[src/rtl/mux8_rr_sched.sv]
// Round-robin owner scheduler for a shared 8:1 single-bit mux.
// Grants one requester at a time, bounds contended hold time, and samples in[sel].
module mux8_rr_sched #(
  parameter int HOLD_MAX = 4
) (
  input  logic       clk,
  input  logic       rst_n,
  input  logic [7:0] req,
  input  logic [7:0] in,
  output logic [2:0] sel,
  output logic [7:0] gnt,
  output logic       busy,
  output logic       y
);

  localparam int CW = (HOLD_MAX > 1) ? $clog2(HOLD_MAX) : 1;
  localparam logic [CW-1:0] HOLD_LAST = CW'(HOLD_MAX - 1);

  typedef enum logic {S_IDLE, S_GRANT} state_t;

  state_t        state;
  logic [2:0]    ptr;
  logic [CW-1:0] hold_cnt;

  logic [7:0] cand;
  logic       hold_last;
  logic       contend;
  logic       keep;
  logic [3:0] pick;

  // Returns {found, index}: first set bit of c scanning upward from p, wrapping mod 8.
  function automatic logic [3:0] rr_pick(input logic [7:0] c, input logic [2:0] p);
    logic [3:0] r;
    logic [2:0] idx;
    r = 4'd0;
    for (int k = 7; k >= 0; k--) begin
      idx = p + 3'(k);
      if (c[idx]) r = {1'b1, idx};
    end
    return r;
  endfunction

  always_comb begin
    hold_last = (hold_cnt == HOLD_LAST);
    contend   = |(req & ~gnt);
    keep      = (state == S_GRANT) && req[sel] && !(hold_last && contend);
    cand      = (state == S_IDLE) ? req : (req & ~gnt);
    pick      = rr_pick(cand, ptr);
  end

  always_ff @(posedge clk or negedge rst_n) begin
    if (!rst_n) begin
      state    <= S_IDLE;
      sel      <= 3'd0;
      gnt      <= 8'd0;
      busy     <= 1'b0;
      y        <= 1'b0;
      ptr      <= 3'd0;
      hold_cnt <= '0;
    end else begin
      // y samples the owner's data using the select that was valid before this edge.
      y <= busy ? in[sel] : 1'b0;
      if (keep) begin
        if (!hold_last) hold_cnt <= hold_cnt + 1'b1;
      end else if (pick[3]) begin
        state    <= S_GRANT;
        sel      <= pick[2:0];
        gnt      <= 8'd1 << pick[2:0];
        busy     <= 1'b1;
        hold_cnt <= '0;
        ptr      <= pick[2:0] + 3'd1;
      end else begin
        state <= S_IDLE;
        gnt   <= 8'd0;
        busy  <= 1'b0;
      end
    end
  end

endmodule

[config.mk]
export PLATFORM = sky130hd
export DESIGN_NAME = mux8_rr_sched
export DESIGN_NICKNAME = d
export VERILOG_FILES = /design/src/rtl/mux8_rr_sched.sv
export SDC_FILE = /design/constraint.sdc
export NUM_CORES = 1
export LEC_CHECK = 0
export BUFFER_PORTS_ARGS = -buffer_cell sky130_fd_sc_hd__buf_2
export CAP_MARGIN = 20
export CORE_UTILIZATION = 45
export CTS_BUF_LIST = sky130_fd_sc_hd__clkbuf_8
export CTS_CLUSTER_DIAMETER = 60
export CTS_CLUSTER_SIZE = 10
export DETAILED_ROUTE_END_ITERATION = 7
export PLACE_DENSITY = 0.65
export SLEW_MARGIN = 15
export SYNTH_ARGS = -nofsm -noshare
export SYNTH_HDL_FRONTEND = slang
export SYNTH_SLANG_ARGS = --single-unit
[constraint.sdc]
create_clock -name clk -period 6.2 [get_ports clk]
set_input_delay 1.86 -clock clk [delete_from_list [all_inputs] [get_ports clk]]
set_output_delay 1.86 -clock clk [all_outputs]
set_load 0.02 [all_outputs]
==> metrics, run 1 <==
Synth Register Bits 18; largest net degree at the start of global routing 22; mean area per synthesized cell 10.2 sq um; Starting Density 47.4%; CTS HTree Levels 1; final setup fails 0; CP Launch Point req[1]; Core ar. about 4400 sq um; final net count 254; CTS tree yes; CP Launch Type input pin; DRC violations left 0; synthesized area between 2000 and 2500 sq um; FF-to-FF Start ptr[0]; Synth warnings 0; row count 24; DIE WIDTH about 70 microns; top cells by area, synth dfrtp_1, mux4_2, mux4_1; Post-Route Skew 0.00183 ns; area grow syn2layout 9.62%; Setup TNS Final 0 ns; critical path class input pin to flop; Post-Synthesis Cells 205; # hold bufs at CTS 0; # clock sinks 18; Root Buffer clkbuf_8; Hold Violations, Final 0; GR Overflow Total 0; reg2reg path depth 11; Synth cell types 59; later-pin clock latency in the skew report 0.25 ns; number of diodes 0; Maximum Capacitance Violations 0; Tmin final 4.62 ns; Final Wtd Congestion 0.879; Top delay family on crit path compound AO/OA/AOI/OAI gates; status completed; Crit path required time 6.34 ns; critical path endpoint category flop; Synth top cells by count dfrtp_1, inv_1, nand2_1; die height 70.2 microns; worst slew pin tran roughly 0.9 ns; CP max stage cell mux4_2; DRT Pass-1 Iters 4; hold_sp hold_cnt[0]; RSZ-0062 raised after global routing no; HPWL Detailed approximately 4200 microns; setup repair bufs after CTS 0; final-report max-slew violation count 0; Routed WL 5270 microns; CP max stage delay 0.56 ns; hold crit path type flop to flop; fin crit share 74.5%; WL/cell 18.9 microns; Worst Path Buf+Inv 1; layout filler cell count around 430; largest area contributor in the netlist dfrtp_1; count leader, synth dfrtp_1; Vias/cell 6.48; Synth Flop Type dfrtp_1; I/O pin cnt 31; slew margin rel. 39.6%; number of cells on the critical path 10; CTS resizes 0; share of the synthesized area in the top cell type 21.5%; Vias roughly 1800; global-route wire length before repair 9050 microns; Cell Chain, Critical Path buf_2 > a21boi_1 > a22oi_1 > mux4_2 > a311oi_2 > a2111oi_1 > a2111oi_4 > ha_1 > ha_1 > mux2_2; register area share after synthesis 21.5%; f_max about 220 MHz; critical path peak fanout 8; all-layer global routing usage 23.3%; number of global-route vias before repair around 1700; total CTS buffers 3; WHS Path Cells 1; initial antenna violation count 0; clk slew on worst S/H paths ~0.07 ns; share of post-route cells with drive strength above 1 between 20% and 30%; Post-synth ARST share 100%; PortBufs 30; die area 4930 sq um; CTS Buffer Depth 2; CP Data Arrival Time 4.76 ns; Post-synth EDFFs 0; Synth Net Count 231; crit-path most repeated cell ha_1; DRT iter0 DRCs 113; Post-DRT Antenna Nets 0
path summary, 6_finish.rpt:
kind,endpoint,slack [ns]
max,ptr[2],1.58
min,hold_cnt[0],0.50
max reg2reg,ptr[2],2.14
min reg2reg,hold_cnt[0],0.50
max in group asynchronous,gnt[0],4.40
min in group asynchronous,gnt[3],1.52
state kept, by name (all words and copies together) (netlist names):
| name | flops |
|---|---|
| sel | 3 |
| ptr | 3 |
| hold_cnt | 2 |
| y | 1 |
| state | 1 |
| gnt | 8 |
cells by family (layout without fill, tap and decap cells):
family / Yosys count / count (layout) / share of synthesized area (%)
xor gates and xnor gates: 4 / 4 / 1.67
AOI/OAI and AO/OA: 69 / 69 / 27.4
DFF: 18 / 18 / 21.5
muxes: 34 / 34 / 28.2
adders and majority gates: 8 / 8 / 4.78
and+or+nand+nor: 42 / 42 / 9.92
buffers and inverters: 30 / 52 / 6.57
metrics by stage:
| stage | hold slack (ns) | instance area (sq um) | setup WS [ns] | utilization [%] | cells |
|---|---|---|---|---|---|
| 2_1_floorplan | 0.464 | 2090 | 1.78 | - | 205 |
| 3_3_place_gp | 0.484 | 2240 | 1.43 | 50.7 | 275 |
| 3_5_place_dp | 0.495 | 2240 | 1.33 | 50.7 | 275 |
| 4_1_cts | 0.503 | 2290 | 1.62 | 52.0 | 279 |
| 5_1_grt | 0.547 | 2290 | 1.44 | 52.0 | 279 |
| 6_report | 0.503 | 2290 | 1.58 | 52.0 | 279 |
worst register-to-register path, cell delays in order (launching register included):
cell	delay, ns
dfrtp_1	0.68
inv_1	0.51
ha_1	0.44
xor2_1	0.36
a221oi_1	0.10
a211o_1	0.35
a311oi_2	0.27
a2111oi_1	0.15
a2111oi_4	0.39
ha_1	0.23
ha_1	0.22
mux2_2	0.25
final cells by class:
| class | instances | area (sq um) | share of cell area (%) |
|---|---|---|---|
| Inverter | 18 | 68.8 | 3.00 |
| Clock buffer | 4 | 55.1 | 2.40 |
| Timing Repair Buffer | 30 | 150 | 6.54 |
| Multi-Input combinational cell | 157 | 1510 | 65.6 |
| Sequential cell | 18 | 450 | 19.6 |
| Tap cell | 52 | 65.1 | 2.84 |
layout by cell type (no fill, tap or decap), types with 6 or more instances in the layout:
cell type	Yosys	final
a21boi_1	7	7
a21oi_1	6	6
a221oi_1	6	6
a22oi_1	7	7
a32o_1	6	6
buf_2	3	30
dfrtp_1	18	18
ha_1	8	8
inv_1	16	16
mux2_2	6	6
mux2i_1	9	9
mux4_1	7	7
mux4_2	9	9
nand2_1	16	16
per-layer routing:
metal	up-vias	routed length [microns]	GRT usage [%]
met5	-	0	0
met4	0	29	3.78
met3	4	239	3.61
met2	56	2430	35.5
met1	883	2580	35.6
li1	864	-	-
Power of run 1 is left out: the tool's default activity adds up to more than one toggle a clock period on the data nets, which glitch-free logic cannot reach.
==> run 2: changes to the inputs <==
--- a/config.mk
+++ b/config.mk
@@ -12,7 +12,7 @@
 export CTS_CLUSTER_DIAMETER = 60
 export CTS_CLUSTER_SIZE = 10
 export DETAILED_ROUTE_END_ITERATION = 7
-export PLACE_DENSITY = 0.65
+export PLACE_DENSITY = 0.68
 export SLEW_MARGIN = 15
 export SYNTH_ARGS = -nofsm -noshare
 export SYNTH_HDL_FRONTEND = slang
==> constraint.sdc (replaced) <==
create_clock -name clk -period 3.77 [get_ports clk]
set_input_delay 1.131 -clock clk [delete_from_list [all_inputs] [get_ports clk]]
set_output_delay 1.131 -clock clk [all_outputs]
set_load 0.02 [all_outputs]
==> metrics, run 2 (synthesis gave the netlist of run 1 again) <==
PortBufs 30; WL/cell 19.0 microns; largest reg by FF count gnt; Core ar. 4410 sq um; Area after DPL 2620 sq um; f_max 277 MHz; Vias around 2100; Largest register FFs 8; Vias/cell around 6.4; share of post-route cells with drive strength above 1 slightly above 40%; Largest regs gnt (8), ptr (3), sel (3); Setup TNS Final 0 ns; final net count 304; number of diodes 0; final-report max-slew violation count 0; CP max stage cell mux4_2; worst slew pin tran 0.648 ns; Crit path required time 3.91 ns; row count 24; slew margin rel. 56.7%; number of global-route vias before repair between 2000 and 2500; DRT iter0 DRCs between 150 and 200; CP Launch Type input pin; DRC violations left 0; Post-Route Skew 0.00651 ns; critical path class input pin to flop; Routed WL approximately 6300 microns; Final Wtd Congestion 0.905; GR Overflow Total 0; non-filler cells, final 329; commonest non-fill, non-tap cell in the layout buf_4; total CTS buffers 3; area grow syn2layout 27.7%; clk slew on worst S/H paths 0.07 ns; global-route wire length before repair 10400 microns; Hold Violations, Final 0; die area 4930 sq um; layout filler cell count between 300 and 400; placed cells 325; critical path peak fanout 3; hold crit path type flop to flop; DIE WIDTH ~70 microns; CTS tree yes; initial antenna violation count 0; most frequent cells in the layout buf_4, buf_2, dfrtp_1, inv_1, nand2_1; DRT Pass-1 Iters 5; CTS HTree Levels 1; die height about 70 microns; Final Util 60.6%; final instance area 2670 sq um; CP max stage delay 0.50 ns; CTS resizes 0; later-pin clock latency in the skew report 0.26 ns; RSZ-0062 raised after global routing no; status completed; all-layer global routing usage 26.9%; final setup fails 0; setup repair bufs after CTS 0; HPWL Detailed roughly 5000 microns; # hold bufs at CTS 0; Cell Chain, Critical Path buf_2 > a21boi_1 > mux2_2 > mux4_2 > a311oi_2 > a2111oi_1 > buf_4 > a2111oi_4 > ha_1 > ha_1 > mux2_2; Root Buffer clkbuf_8; fin crit share 95.9%; CTS Buffer Depth 2; Tmin final about 3.6 ns; largest net degree at the start of global routing 19; Starting Density between 40 and 50%; # clock sinks 18; Post-DRT Antenna Nets 0; CP Data Arrival Time 3.75 ns; Maximum Capacitance Violations 0; I/O pin cnt 31; critical path endpoint category flop
-- run 2: cell types whose count changed in the layout (fill, tap and decap cells not counted), sizes merged --
cell and change:
buf +50
-- run 2: cell type report --
cell class                      count  area, sq um  share of cell area [%]
Clock buffer                        4         55.1                    2.06
Timing Repair Buffer               80          526                    19.7
Multi-Input combinational cell    157         1510                    56.4
Inverter                           18         68.8                    2.57
Tap cell                           52         65.1                    2.43
Sequential cell                    18          450                    16.8
-- run 2: path summary, 6_finish.rpt --
kind                                   from     endpoint  slack, ns  cells past startpoint
worst min-delay path            hold_cnt[0]  hold_cnt[0]       0.53                      1
max in group asynchronous             rst_n       gnt[3]       2.69                      1
worst max register to register       ptr[0]       ptr[2]       0.32                     12
min in group asynchronous             rst_n  hold_cnt[0]       0.79                      1
worst max-delay path                 req[1]       ptr[2]       0.16                     11
worst min register to register  hold_cnt[0]  hold_cnt[0]       0.53                      1
-- run 2: critical path: cells and delay by family --
family | cells | cell delay, ns
AO/OA/AOI/OAI | 4 | 0.80
buffers and inverters | 2 | 0.27
multiplexers | 3 | 1.10
adder cells (fa/ha/maj) | 2 | 0.44
-- run 2: layer usage --
metal	part of all wire, %	vias up	track usage, %	wire length, microns
met4	1.2	0	4.67	73
met3	6.7	6	3.32	420
met2	48	98	43.1	3020
met1	44	1027	39.6	2760
met5	0	-	0	0
li1	-	964	-	-
-- run 2: through the flow --
step	hold WS, ns	setup slack [ns]
floorplan	0.464	0.0834
global placement	0.506	-0.0759
detailed placement	0.515	-0.110
CTS	0.527	0.158
global route	0.562	0.0255
finish	0.531	0.156
Power of run 2 is left out for the same reason.
